===== config.mk =====
export PLATFORM = sky130hd
export DESIGN_NAME = irq_controller
export DESIGN_NICKNAME = d
export VERILOG_FILES = /design/src/rtl/irq_controller_pkg.sv /design/src/rtl/irq_controller_sync_edge.sv /design/src/rtl/irq_controller.sv
export SDC_FILE = /design/constraint.sdc
export NUM_CORES = 1
export LEC_CHECK = 0
export ABC_AREA = 1
export CELL_PAD_IN_SITES_DETAIL_PLACEMENT = 0
export CELL_PAD_IN_SITES_GLOBAL_PLACEMENT = 1
export CORE_UTILIZATION = 32
export DETAILED_ROUTE_END_ITERATION = 16
export GPL_TIMING_DRIVEN = 0
export HOLD_SLACK_MARGIN = 0.05
export PLACE_DENSITY = 0.83
export SYNTH_ARGS = -nofsm -noshare
export SYNTH_HDL_FRONTEND = slang
export SYNTH_SLANG_ARGS = --single-unit

===== constraint.sdc =====
create_clock -name clk -period 3.5 [get_ports clk]
set_input_delay 0.525 -clock clk [delete_from_list [all_inputs] [get_ports clk]]
set_output_delay 0.525 -clock clk [all_outputs]
set_load 0.1 [all_outputs]

===== src/rtl/irq_controller_pkg.sv =====
// Shared constants, bus request payload and priority helper for the interrupt controller.
package irq_controller_pkg;

  localparam int unsigned NUM_SRC = 8;
  localparam int unsigned SRC_W   = 3;
  localparam int unsigned SEL_W   = 3;
  localparam int unsigned DATA_W  = 32;
  localparam int unsigned SEL_LSB = 2;
  localparam int unsigned WIN_LSB = 5;

  // Register selects (bus_addr[4:2]) within the window.
  localparam logic [SEL_W-1:0] IRQ_PENDING = 3'd0;
  localparam logic [SEL_W-1:0] IRQ_ENABLE  = 3'd1;
  localparam logic [SEL_W-1:0] IRQ_CURRENT = 3'd2;
  localparam logic [SEL_W-1:0] IRQ_EOI     = 3'd3;
  localparam logic [SEL_W-1:0] IRQ_SOFT    = 3'd4;

  localparam logic [0:0] IRQ_IDLE   = 1'b0;
  localparam logic [0:0] IRQ_ACTIVE = 1'b1;

  typedef struct packed {
    logic               ren;
    logic               wen;
    logic [SEL_W-1:0]   sel;
    logic [NUM_SRC-1:0] wdata;
  } irq_bus_req_t;

  // Lowest set index wins: source 0 is the highest priority.
  function automatic logic [SRC_W-1:0] irq_prio(input logic [NUM_SRC-1:0] cand);
    logic [SRC_W-1:0] idx;
    idx = '0;
    for (int i = int'(NUM_SRC) - 1; i >= 0; i--) begin
      if (cand[i]) idx = SRC_W'(i);
    end
    return idx;
  endfunction

endpackage


===== src/rtl/irq_controller_sync_edge.sv =====
// Per-line synchronizer chain plus rising-edge detector for the eight request lines.
module irq_sync_edge
  import irq_controller_pkg::*;
#(
  parameter int unsigned SYNC_STAGES = 2
) (
  input  logic               clk,
  input  logic               rst,
  input  logic [NUM_SRC-1:0] irq_in,
  output logic [NUM_SRC-1:0] rise
);

  logic [SYNC_STAGES-1:0][NUM_SRC-1:0] sync_q, sync_d;
  logic [NUM_SRC-1:0]                  prev_q, prev_d;

  always_comb begin
    sync_d    = sync_q;
    sync_d[0] = irq_in;
    for (int s = 1; s < int'(SYNC_STAGES); s++) begin
      sync_d[s] = sync_q[s-1];
    end
    prev_d = sync_q[SYNC_STAGES-1];
  end

  always_ff @(posedge clk) begin
    if (rst) begin
      sync_q <= '0;
      prev_q <= '0;
    end else begin
      sync_q <= sync_d;
      prev_q <= prev_d;
    end
  end

  assign rise = sync_q[SYNC_STAGES-1] & ~prev_q;

endmodule


===== src/rtl/irq_controller.sv =====
// Interrupt controller: pending/enable registers, MMIO window, priority select and
// a two-state delivery FSM that holds a source until the handler writes EOI.
module irq_controller
  import irq_controller_pkg::*;
#(
  parameter logic [31:0] BASE_ADDR   = 32'hFFFF_FF00,
  parameter int unsigned SYNC_STAGES = 2
) (
  input  logic               clk,
  input  logic               rst,
  input  logic [NUM_SRC-1:0] irq_in,
  output logic               interrupter,
  output logic [SRC_W-1:0]   interrupter_no,
  input  logic               bus_ren,
  input  logic               bus_wen,
  input  logic [DATA_W-1:0]  bus_addr,
  input  logic [DATA_W-1:0]  bus_wdata,
  output logic [DATA_W-1:0]  bus_rdata,
  output logic               bus_hit
);

  logic [NUM_SRC-1:0] rise;
  irq_bus_req_t       req_c;
  logic               win_hit_c;
  logic               eoi_c;
  logic [NUM_SRC-1:0] cand_c;
  logic [DATA_W-1:0]  rd_val_c;

  logic [NUM_SRC-1:0] pending_q, pending_d;
  logic [NUM_SRC-1:0] enable_q, enable_d;
  logic [0:0]         state_q, state_d;
  logic [SRC_W-1:0]   cur_no_q, cur_no_d;
  logic               irq_q, irq_d;
  logic [DATA_W-1:0]  rdata_q, rdata_d;
  logic               hit_q, hit_d;

  logic unused_bits;
  assign unused_bits = ^{bus_addr[SEL_LSB-1:0], bus_wdata[DATA_W-1:NUM_SRC]};

  irq_sync_edge #(
    .SYNC_STAGES (SYNC_STAGES)
  ) u_sync_edge (
    .clk    (clk),
    .rst    (rst),
    .irq_in (irq_in),
    .rise   (rise)
  );

  // Window decode into a compact request.
  always_comb begin
    win_hit_c   = (bus_addr[DATA_W-1:WIN_LSB] == BASE_ADDR[DATA_W-1:WIN_LSB]);
    req_c.ren   = bus_ren & win_hit_c;
    req_c.wen   = bus_wen & win_hit_c;
    req_c.sel   = bus_addr[SEL_LSB+SEL_W-1:SEL_LSB];
    req_c.wdata = bus_wdata[NUM_SRC-1:0];
  end

  // Read mux always sees pre-write register values.
  always_comb begin
    rd_val_c = '0;
    case (req_c.sel)
      IRQ_PENDING: rd_val_c = DATA_W'(pending_q);
      IRQ_ENABLE:  rd_val_c = DATA_W'(enable_q);
      IRQ_CURRENT: rd_val_c = {23'b0, (state_q == IRQ_ACTIVE), 5'b0, cur_no_q};
      default:     rd_val_c = '0;
    endcase
    rdata_d = req_c.ren ? rd_val_c : '0;
    hit_d   = req_c.ren;
  end

  // Register updates; an edge detect is applied last so set beats any clear.
  always_comb begin
    pending_d = pending_q;
    enable_d  = enable_q;
    eoi_c     = req_c.wen && (req_c.sel == IRQ_EOI) && (state_q == IRQ_ACTIVE);
    if (req_c.wen) begin
      case (req_c.sel)
        IRQ_PENDING: pending_d = pending_d & ~req_c.wdata;
        IRQ_ENABLE:  enable_d  = req_c.wdata;
        IRQ_SOFT:    pending_d = pending_d | req_c.wdata;
        default:     ;
      endcase
    end
    if (eoi_c) pending_d[cur_no_q] = 1'b0;
    pending_d = pending_d | rise;
  end

  // Delivery FSM: only EOI ends an active delivery.
  always_comb begin
    state_d  = state_q;
    cur_no_d = cur_no_q;
    irq_d    = 1'b0;
    cand_c   = pending_q & enable_q;
    case (state_q)
      IRQ_IDLE: begin
        if (|cand_c) begin
          state_d  = IRQ_ACTIVE;
          cur_no_d = irq_prio(cand_c);
        end
      end
      IRQ_ACTIVE: begin
        if (eoi_c) state_d = IRQ_IDLE;
      end
      default: state_d = IRQ_IDLE;
    endcase
    irq_d = (state_d == IRQ_ACTIVE);
  end

  always_ff @(posedge clk) begin
    if (rst) begin
      pending_q <= '0;
      enable_q  <= '0;
      state_q   <= IRQ_IDLE;
      cur_no_q  <= '0;
      irq_q     <= 1'b0;
      rdata_q   <= '0;
      hit_q     <= 1'b0;
    end else begin
      pending_q <= pending_d;
      enable_q  <= enable_d;
      state_q   <= state_d;
      cur_no_q  <= cur_no_d;
      irq_q     <= irq_d;
      rdata_q   <= rdata_d;
      hit_q     <= hit_d;
    end
  end

  assign interrupter    = irq_q;
  assign interrupter_no = cur_no_q;
  assign bus_rdata      = rdata_q;
  assign bus_hit        = hit_q;

endmodule


* Word-level counts from Yosys, hierarchy flattened
Index checks and enable logic that the tools add are counted.
** Word-level totals
- Register bits after elaboration :: 77
- Bits of input ports :: 76
- Output and inout bits :: 37
- Logic and storage cells :: 54
** Cells by class
- Magnitude comparators :: 2
- Equal/unequal tests :: 5
- Muxes and demuxes :: 17
- Bitwise operators :: 13
- Reductions and logical operators :: 8
** Operators by type and width (count)
- 8-bit AND :: 4
- 27-bit equality test, second input constant :: 1
- 9-bit case mux with 3 select lines :: 1
- 3-bit two-way mux :: 8
- 8-bit NOT :: 3
- 8-bit two-way mux :: 2
- 8-bit OR :: 2
- 8-bit case mux with 2 select lines :: 1
- 8-bit OR reduction :: 1
- 3-bit by 2-bit equality test with 1-bit output, second input constant :: 2
- 3-bit by 4-bit less-than comparator with 1-bit output, second input constant :: 1
- 2-bit AND reduction :: 2
- 1-bit demux with 3-bit select :: 1
- 3-bit by 1-bit equality test with 1-bit output, second input constant :: 1
- 3-bit equality test, second input constant :: 1
- 3-bit by 1-bit greater-or-equal comparator with 1-bit output, second input constant :: 1
- 1-bit logical AND :: 3
- 3-bit zero test :: 1
- 1-bit two-way mux :: 3
- 1-bit AND :: 2
- 1-bit NOT :: 2
- 1-bit case mux with 2 select lines :: 1
- 2-bit OR reduction :: 1

* Logic depth before layout (Yosys ltp)
Gate-level depths: netlist of run 1.
- Depth in word-level cells :: 9
- Depth in mapped cells :: 11
- Mapped depth without buffers :: 10

* Hierarchy
From an unflattened synthesis of run 1, not the netlist that was laid out.
** Second synthesis, totals
- Cell total of the unflattened synthesis :: 369
- Area, all modules :: 2623.8 um^2
** By module, submodules not included
- irq_controller :: instances 1, cells each 287, area each 1910.6 um^2, seq. area each 600.6 um^2
- irq_sync_edge :: instances 1, cells each 82, area each 713.2 um^2, seq. area each 480.5 um^2

* Worst setup path after synthesis of run 1
OpenSTA, ideal clock, no wires.
- Path kind :: reg2reg
- Start point :: reg, netlist name interrupter
- End point :: reg pending_q[0]
- Setup time :: 113 ps
- Arrival time :: 1802 ps
- Required time :: 3387 ps
- Slack :: 1585 ps
- Stages on the path, launching flop included :: 6
- Buffers on the path :: 0
- Period minus slack after synthesis :: 1915 ps
- Cell sequence :: dfxtp_1 > inv_1 > nor4_4 > nand4_1 > nand3_1 > nand2_1
** RTL lines
- end signal: assignment :: RTL line irq_controller.sv:119 : pending_q <= pending_d;
- end: declaration :: RTL line irq_controller.sv:29 : logic [NUM_SRC-1:0] pending_q, pending_d;

* Worst setup path after layout of run 1
- Start point :: reg cur_no_q[2], in the netlist interrupter_no[2]
- End point :: out interrupter_no[2]
** RTL lines
- start: declaration :: RTL line irq_controller.sv:32 : logic [SRC_W-1:0] cur_no_q, cur_no_d;
- start signal: assignment :: RTL line irq_controller.sv:122 : cur_no_q <= cur_no_d;
- end: declaration :: RTL line irq_controller.sv:13 : output logic [SRC_W-1:0] interrupter_no,
No word-level cell between the ends.

==> results.txt, run 1 <==
status: finished, final reports clean
Initial Utilization: 33.51%
gpl congestion: 0.8361
DRC errors left: 0
Routed WL: 6260 µm
slowest stage delay, CP: 1.19 ns
Hold Fails Final Rpt: 0
top-area cell type share of the netlist area: 38.68%
CP Cell Sequence: clkdlybuf4s50_1
Site Rows: 33
Layout Area Growth over Synthesis: 32.99%
CP top delay family: buffers and inverters
Iter 0 DRT Violations: 60
switching share of total power: 32.03%
Finished Cell Area: 0.003717 mm²
highest clock rate: 0.3983 GHz
Area after DPL: 0.003620 mm²
GRT Total Usage: 14.48%
Die H: 95.46 µm
Critical R2R Capture: pending_q[5]
clk sinks: 54
CTS Buffer Depth: 2
number of synthesized register bits: 54
Commonest cells post-synth: 102 x nand2_1, 66 x inv_1, 55 x nor2_1
number of port buffers: 61
leakage power: 1.733 nW
relative slew slack: 33.29%
asr flop ratio synth: 0%
die width: 95.46 µm
largest net degree at the start of global routing: 20
initial antenna violation count: 0
EDFF count, synth: 0
Final period util: 71.74%
final worst slack: 0.9892 ns
Hold Crit Start: u_sync_edge.sync_d[8]
# nets final: 578
reg-to-reg slack, setup: 2.07 ns
WP depth: 1
CP Launch Type: flop
sequential share of the synthesized area: 38.68%
Slowest-stage cell, CP: clkdlybuf4s50_1
io pins: 113
Req. time, crit path: 2.97 ns
Power Density: 343.4 mW/mm²
Worst-Skew Late Latency: 0.32 ns
final antenna-violating net count: 0
maximum VDD drop: 0.2170 mV
Root Driver: clkbuf_8
WHS Endpoint: u_sync_edge.prev_d[0]
Ys Warns: 0
Vias/cell: 4.243
top_reg_cell synth: dfxtp_1
Fin Hold WS: 0.4059 ns
combinational share of power: 20.3%
vias: 2580
clock slew at reported path FFs: 0.10 ns
CTS tree: built
DRT Pass-1 Iters: 5
TritonCTS buffer count: 5
crit path buf inv count: 1
Final setup viols: 0
Avg WL per Cell: 10.30 µm
Synth area leaders: dfxtp_1 39%, nand2_1 14%, inv_1 8.9%
Least-Margin Pin Slew: 0.9976 ns
R2R cell count: 5
first-pass GRT wire length: 10280 µm
Pint: 0.0008677 W
post-cts sizing count: 0
setup bufs post-CTS: 0
Distinct cells, synth: 27
Post-DP HPWL: 5022 µm
n_diodes: 0
Crit. End Element: output pin
die area: 0.009113 mm²
Setup CP Type: flop to output pin
H-tree depth: 2
Clock Power Share: 29.4%
Final Total Pwr: 0.001277 W
Post-Place Setup Slack: 1.161 ns
Core Region: 0.008341 mm²
CTS Hold Bufs: 0
Congestion Overflow GR: 0
Synth Cell Area: 0.002795 mm²
Max Slew Vio Count: 0
MaxCap Viol Count: 0
number of global-route vias before repair: 2315
Worst Path Max Fanout: 6
syn_area_per_cell: 6.784 µm²
Hold Path Stages: 2
post-layout min period: 2.511 ns
RSZ-0062 raised after global routing: false
TNS Setup: 0 ns
Mapped Cells: 412
layout cells sized above 1: 11.13%
sequential power share: 50.3%
R2R Path Start: interrupter
Synth area leader: dfxtp_1
Hold/Removal Path Class: flop to flop
Worst Path Arrival: 1.99 ns
most common cell in the netlist: nand2_1
final worst clock skew: 0.005066 ns
sw power: 0.0004090 W
-- routing by layer --
| layer | share of wire, % | wire length [µm] | up-vias | GRT usage [%] |
|---|---|---|---|---|
| met2 | 47 | 2945 | 75 | 24.76 |
| met5 | 0 | 0 | - | 0 |
| li1 | - | - | 1414 | - |
| met3 | 5.2 | 325 | 9 | 3.030 |
| met1 | 46 | 2897 | 1082 | 18.07 |
| met4 | 1.5 | 92 | 0 | 4.602 |
-- cell usage in the layout (no fill, tap or decap), drive strengths merged --
cell             n
o211ai           9
nor3            10
o22ai            3
clkdlybuf4s50   61
nand2          106
clkbuf           9
nor4             2
nor2            61
a21oi           12
dfxtp           54
nand4           17
buf             30
o21ai            3
nand3b           1
clkinv           1
o31ai            1
nand3           28
conb            23
inv             72
-- how the worst max path moves through the flow --
stage	start	to	slack [ns]
finish	interrupter_no[2]	interrupter_no[2]	0.99
global route	interrupter_no[1]	interrupter_no[1]	0.93
CTS	interrupter_no[1]	interrupter_no[1]	0.99
detailed placement	bus_addr[4]	pending_q[5]	1.16
global placement	bus_addr[4]	pending_q[5]	1.17
floorplan	interrupter	pending_q[0]	1.58
-- power by group through the flow --
stage,Sequential [W],Combinational [W],Clock (W)
global route,0.000644,0.000277,0.000413
detailed placement,0.000656,0.000258,0
floorplan,0.000653,0.000187,0
global placement,0.000656,0.000256,0
finish,0.000642,0.000259,0.000376
CTS,0.000642,0.000258,0.000387
-- flip-flops by register name, indices dropped and copies added (netlist names) --
name and count:
bus_rdata 9, enable_q 8, pending_q 8, u_sync_edge.prev_d 8, u_sync_edge.prev_q 8, u_sync_edge.sync_d 8, interrupter_no 3, bus_hit 1
interrupter 1
-- kinds of logic after synthesis --
kind of cell	Yosys count	synth area share, %
simple gates	225	36.66
buf+inv	104	17.99
flops	54	38.68
compound gates	28	6.535
other cells	1	0.1342
-- through the flow --
stage	util [%]	instances
floorplan	-	434
global placement	43.40	600
detailed placement	43.40	600
CTS	44.57	608
global route	44.57	608
finish	44.57	608
-- area by class of cell --
cell class / instances / area [µm²]
clock buffer: 5 / 68.82
sequential: 54 / 1081
clock inverter: 3 / 28.78
buffer: 34 / 240.2
tap: 105 / 131.4
inverter: 70 / 262.8
multi-input combinational: 276 / 1294
timing repair buffer: 61 / 610.6
fill: 866 / 4623
No activity file was read; power rests on OpenSTA's default activity.
==> inputs of run 2 (changes only) <==
Settings changed: CORE_UTILIZATION 32 to 29, PLACE_DENSITY 0.83 to 0.76.
Clock period 3.5 ns to 2.55 ns, I/O delays scaled along.
==> results.txt, run 2 (synthesis results as in run 1) <==
vias: 2510 (was 2580)
die width: 100.2 µm (was 95.46 µm)
Core Region: 0.009284 mm² (was 0.008341 mm²)
H-tree depth: 2 (unchanged)
most frequent cells in the layout: 102 x nand2_1, 66 x inv_1, 61 x clkdlybuf4s50_1 (unchanged)
Layout Area Growth over Synthesis: 34.06% (was 32.99%)
gpl congestion: 0.8052 (was 0.8361)
TritonCTS buffer count: 5 (unchanged)
Final period util: 93.97%
Slowest-stage cell, CP: clkdlybuf4s50_1 (unchanged)
io pins: 113 (unchanged)
DRC errors left: 0 (unchanged)
Max Slew Vio Count: 0 (unchanged)
Pint: 0.001189 W (was 0.0008677 W)
Initial Utilization: 30.11% (was 33.51%)
initial antenna violation count: 0 (unchanged)
final worst clock skew: 0.007323 ns (was 0.005066 ns)
status: finished, final reports clean (unchanged)
CP Cell Sequence: clkdlybuf4s50_1 (unchanged)
combinational share of power: 20.3% (about the same)
Clock Power Share: 29.1% (was 29.4%)
RSZ-0062 raised after global routing: false (unchanged)
Setup crit start: interrupter_no[0] (was interrupter_no[2])
Iter 0 DRT Violations: 79 (was 60)
CP endpoint: interrupter_no[0] (was interrupter_no[2])
Worst Path Max Fanout: 6 (unchanged)
R2R cell count: 5 (unchanged)
TNS Setup: 0 ns (unchanged)
die area: 0.01004 mm² (was 0.009113 mm²)
number of port buffers: 61 (unchanged)
post-layout min period: 2.396 ns
Power Density: 465.5 mW/mm² (was 343.4 mW/mm²)
Hold Fails Final Rpt: 0 (unchanged)
Vias/cell: 3.972 (was 4.243)
CP Launch Type: flop (unchanged)
first-pass GRT wire length: 10630 µm (was 10280 µm)
CTS tree: built (unchanged)
switching share of total power: 31.82% (was 32.03%)
Post-Place Setup Slack: 0.3165 ns (was 1.161 ns)
GRT Total Usage: 13.29% (was 14.48%)
Least-Margin Pin Slew: 1.015 ns (was 0.9976 ns)
post-cts sizing count: 0 (unchanged)
Final setup viols: 0 (unchanged)
setup bufs post-CTS: 0 (unchanged)
crit path buf inv count: 1 (unchanged)
Congestion Overflow GR: 0 (unchanged)
leakage power: 1.733 nW (about the same)
slowest stage delay, CP: 1.22 ns (was 1.19 ns)
Crit. End Element: output pin (unchanged)
Hold/Removal Path Class: flop to flop (unchanged)
Largest register FFs: 9 (unchanged)
Setup CP Type: flop to output pin (unchanged)
n_diodes: 0 (unchanged)
sw power: 0.0005551 W (was 0.0004090 W)
largest net degree at the start of global routing: 20 (unchanged)
Root Driver: clkbuf_8 (unchanged)
highest clock rate: 0.4173 GHz
# nets final: 578 (unchanged)
clock slew at reported path FFs: 0.10 ns (about the same)
Worst-Skew Late Latency: 0.31 ns (was 0.32 ns)
Critical R2R Capture: pending_q[1] (was pending_q[5])
final worst slack: 0.1538 ns (was 0.9892 ns)
clk sinks: 54 (unchanged)
MaxCap Viol Count: 0 (unchanged)
final antenna-violating net count: 0 (unchanged)
Req. time, crit path: 2.17 ns (was 2.97 ns)
Site Rows: 35 (was 33)
CTS Buffer Depth: 2 (unchanged)
layout cells sized above 1: 11.13% (unchanged)
Post-DP HPWL: 5160 µm (was 5022 µm)
R2R Path Start: interrupter (unchanged)
reg-to-reg slack, setup: 1.11 ns (was 2.07 ns)
Die H: 100.2 µm (was 95.46 µm)
sequential power share: 50.5% (was 50.3%)
CP top delay family: buffers and inverters (unchanged)
maximum VDD drop: 0.2850 mV (was 0.2170 mV)
Routed WL: 6381 µm (was 6260 µm)
relative slew slack: 32.11% (was 33.29%)
number of global-route vias before repair: 2392 (was 2315)
Avg WL per Cell: 10.10 µm (was 10.30 µm)
commonest non-fill, non-tap cell in the layout: nand2_1 (unchanged)
DRT Pass-1 Iters: 4 (was 5)
WP depth: 1 (unchanged)
Worst Path Arrival: 2.01 ns (was 1.99 ns)
CTS Hold Bufs: 0 (unchanged)
==> run 2: power by group through the flow <==
stage / Sequential (W) / Clock [W] / Combinational [W]
after detailed placement: 0.000901 / 0 / 0.000355
after CTS: 0.000882 / 0.000525 / 0.000355
final: 0.000882 / 0.000508 / 0.000354
after global routing: 0.000884 / 0.000559 / 0.000380
after global placement: 0.000900 / 0 / 0.000352
after floorplan: 0.000896 / 0 / 0.000256
==> run 2: routing by layer <==
metal	wire length [µm]	vias to the layer above	part of all wire (%)	track usage (%)
met2	3069	65	48	23.45
met1	2891	1028	45	15.96
met5	0	-	0	0
li1	-	1413	-	-
met4	51	0	0.80	3.790
met3	369	4	5.8	3.273
==> run 2: worst reg2reg max path: stages (launching register included) <==
cell and delay [ns]:
dfxtp_1 0.38, inv_1 0.12, nor4_4 0.46, nand4_1 0.21, nand3_1 0.13, nand2_1 0.05
==> run 2: how the worst min path moves through the flow <==
stage,from,end,slack [ns],cells past startpoint
2_1_floorplan,u_sync_edge.sync_d[8],u_sync_edge.prev_d[0],0.39,2
3_3_place_gp,u_sync_edge.sync_d[15],u_sync_edge.prev_d[7],0.39,2
3_5_place_dp,u_sync_edge.sync_d[10],u_sync_edge.prev_d[2],0.40,2
4_1_cts,u_sync_edge.sync_d[10],u_sync_edge.prev_d[2],0.41,2
5_1_grt,u_sync_edge.sync_d[14],u_sync_edge.prev_d[6],0.42,2
6_report,u_sync_edge.sync_d[10],u_sync_edge.prev_d[2],0.41,2
==> run 2: area by class of cell <==
class / instances / area, µm²
clock buffer: 5 / 68.82
clock inverter: 3 / 28.78
tap: 129 / 161.4
buffer: 34 / 240.2
sequential: 54 / 1081
timing repair buffer: 61 / 610.6
multi-input combinational: 276 / 1294
inverter: 70 / 262.8
fill: 981 / 5537
==> run 2: metrics by stage <==
step / total power (W) / hold slack (ns) / utilization, % / instances / instance area [µm²]
finish: 0.001744 / 0.4077 / 40.36 / 632 / 3747
global route: 0.001823 / 0.4240 / 40.36 / 632 / 3747
CTS: 0.001762 / 0.4105 / 40.36 / 632 / 3747
detailed placement: 0.001256 / 0.3956 / 39.31 / 624 / 3650
global placement: 0.001252 / 0.3908 / 39.31 / 624 / 3650
floorplan: 0.001152 / 0.3883 / - / 434 / 2878
==> inputs of run 3 (changes only) <==
Settings changed: GPL_TIMING_DRIVEN 0 to not set.
==> results.txt, run 3 (synthesis results as in run 1) <==
status: finished, final reports clean (unchanged)
RSZ-0062 raised after global routing: false (unchanged)
GRT Total Usage: 12.45% (was 13.29%)
Clock Power Share: 29.2% (was 29.1%)
clk sinks: 54 (unchanged)
Post-DP HPWL: 4712 µm (was 5160 µm)
CP Cell Sequence: clkdlybuf4s50_1, nor4_4, nand4_1, nand3_1, nand2_1 (was clkdlybuf4s50_1)
CTS tree: built (unchanged)
Routed WL: 6089 µm (was 6381 µm)
io pins: 113 (unchanged)
CTS Buffer Depth: 2 (unchanged)
# fillers: 1022 (was 981)
Layout Area Growth over Synthesis: 26.19% (was 34.06%)
TritonCTS buffer count: 5 (unchanged)
gpl congestion: 0.7863 (was 0.8052)
Crit. End Element: flop (was output pin)
Worst Path Max Fanout: 9 (was 6)
MaxCap Viol Count: 0 (unchanged)
CTS Hold Bufs: 0 (unchanged)
slowest stage delay, CP: 0.70 ns (was 1.22 ns)
die area: 0.01004 mm² (unchanged)
Congestion Overflow GR: 0 (unchanged)
switching share of total power: 31.67% (was 31.82%)
Core Region: 0.009284 mm² (unchanged)
final worst clock skew: 0.004108 ns (was 0.007323 ns)
number of port buffers: 63 (was 61)
post-cts sizing count: 0 (unchanged)
Hold Fails Final Rpt: 0 (unchanged)
post-layout min period: 1.909 ns (was 2.396 ns)
Vias/cell: 4.114 (was 3.972)
Root Driver: clkbuf_8 (unchanged)
fin cells: 605 (was 632)
Final period util: 74.85% (was 93.97%)
Worst-Skew Late Latency: 0.31 ns (about the same)
DRT Pass-1 Iters: 4 (unchanged)
placed instance count: 597 (was 624)
sw power: 0.0005403 W (was 0.0005551 W)
Power Density: 483.6 mW/mm² (was 465.5 mW/mm²)
maximum VDD drop: 0.2011 mV (was 0.2850 mV)
crit path buf inv count: 1 (unchanged)
CP top delay family: simple AND/OR/NAND/NOR gates (was buffers and inverters)
final antenna-violating net count: 0 (unchanged)
sequential power share: 51.6% (was 50.5%)
Worst Path Arrival: 2.13 ns (was 2.01 ns)
# nets final: 551 (was 578)
most frequent cells in the layout: 102 x nand2_1, 66 x inv_1, 55 x nor2_1 (was 102 x nand2_1, 66 x inv_1, 61 x clkdlybuf4s50_1)
Post-Place Setup Slack: 0.3196 ns (was 0.3165 ns)
Req. time, crit path: 2.77 ns (was 2.17 ns)
setup bufs post-CTS: 0 (unchanged)
Setup CP Type: primary input to flop (was flop to output pin)
Slowest-stage cell, CP: clkdlybuf4s50_1 (unchanged)
Initial Utilization: 30.11% (unchanged)
final worst slack: 0.6413 ns (was 0.1538 ns)
clock slew at reported path FFs: 0.10 ns (about the same)
H-tree depth: 2 (unchanged)
combinational share of power: 19.2% (was 20.3%)
Iter 0 DRT Violations: 86 (was 79)
die width: 100.2 µm (unchanged)
leakage power: 1.628 nW (was 1.733 nW)
DRC errors left: 0 (unchanged)
CP Launch Type: primary input (was flop)
Fin Hold WS: 0.4068 ns (was 0.4077 ns)
Largest register FFs: 9 (unchanged)
relative slew slack: 61.34% (was 32.11%)
layout cells sized above 1: 9.454% (was 11.13%)
Final setup viols: 0 (unchanged)
largest net degree at the start of global routing: 25 (was 20)
initial antenna violation count: 0 (unchanged)
Hold/Removal Path Class: flop to flop (unchanged)
commonest non-fill, non-tap cell in the layout: nand2_1 (unchanged)
vias: 2489 (was 2510)
Final Total Pwr: 0.001706 W (was 0.001744 W)
Avg WL per Cell: 10.06 µm (was 10.10 µm)
Die H: 100.2 µm (unchanged)
highest clock rate: 0.5239 GHz (was 0.4173 GHz)
Least-Margin Pin Slew: 0.5780 ns (was 1.015 ns)
n_diodes: 0 (unchanged)
first-pass GRT wire length: 9936 µm (was 10630 µm)
Pint: 0.001166 W (was 0.001189 W)
Max Slew Vio Count: 0 (unchanged)
TNS Setup: 0 ns (unchanged)
Site Rows: 35 (unchanged)
number of global-route vias before repair: 2217 (was 2392)
==> run 3: stage by stage <==
step / cell area, µm² / utilization, %
floorplan: 2878 / -
finish: 3527 / 37.99
detailed placement: 3432 / 36.97
global placement: 3432 / 36.97
global route: 3527 / 37.99
CTS: 3527 / 37.99
==> run 3: layout make-up <==
type	instances	area [µm²]	area share, %
Multi-Input combinational cell	276	1294	36.68
Sequential cell	54	1081	30.65
Timing Repair Buffer	68	633.1	17.95
Inverter	70	262.8	7.449
Tap cell	129	161.4	4.576
Clock buffer	5	68.82	1.951
Clock inverter	3	26.28	0.7449
==> run 3: layer usage <==
metal  vias up  wire [µm]  global-route usage (%)
met1      1051       2692                   15.29
met5         -          0                       0
met4         0         96                   4.794
li1       1353          -                       -
met2        75       2907                   20.97
met3        10        393                   3.064
==> run 3: worst paths after layout <==
check | startpoint | to | slack, ns | depth (start not counted)
worst min-delay path | u_sync_edge.sync_d[14] | u_sync_edge.prev_d[6] | 0.41 | 2
worst max register to register | interrupter | pending_q[5] | 1.14 | 5
worst min register to register | u_sync_edge.sync_d[14] | u_sync_edge.prev_d[6] | 0.41 | 2
worst max-delay path | bus_addr[4] | pending_q[5] | 0.64 | 5
==> run 3: power groups by stage <==
stage / clock (W) / combinational, W / sequential (W)
2_1_floorplan: 0 / 0.000256 / 0.000896
3_3_place_gp: 0 / 0.000326 / 0.000900
3_5_place_dp: 0 / 0.000327 / 0.000900
4_1_cts: 0.000525 / 0.000328 / 0.000881
5_1_grt: 0.000558 / 0.000351 / 0.000884
6_report: 0.000498 / 0.000327 / 0.000881
==> run 3: worst register-to-register path, stage by stage, from the launching register on <==
cell and delay, ns:
dfxtp_1 0.38, inv_1 0.13, nor4_4 0.43, nand4_1 0.20, nand3_1 0.13, nand2_1 0.05
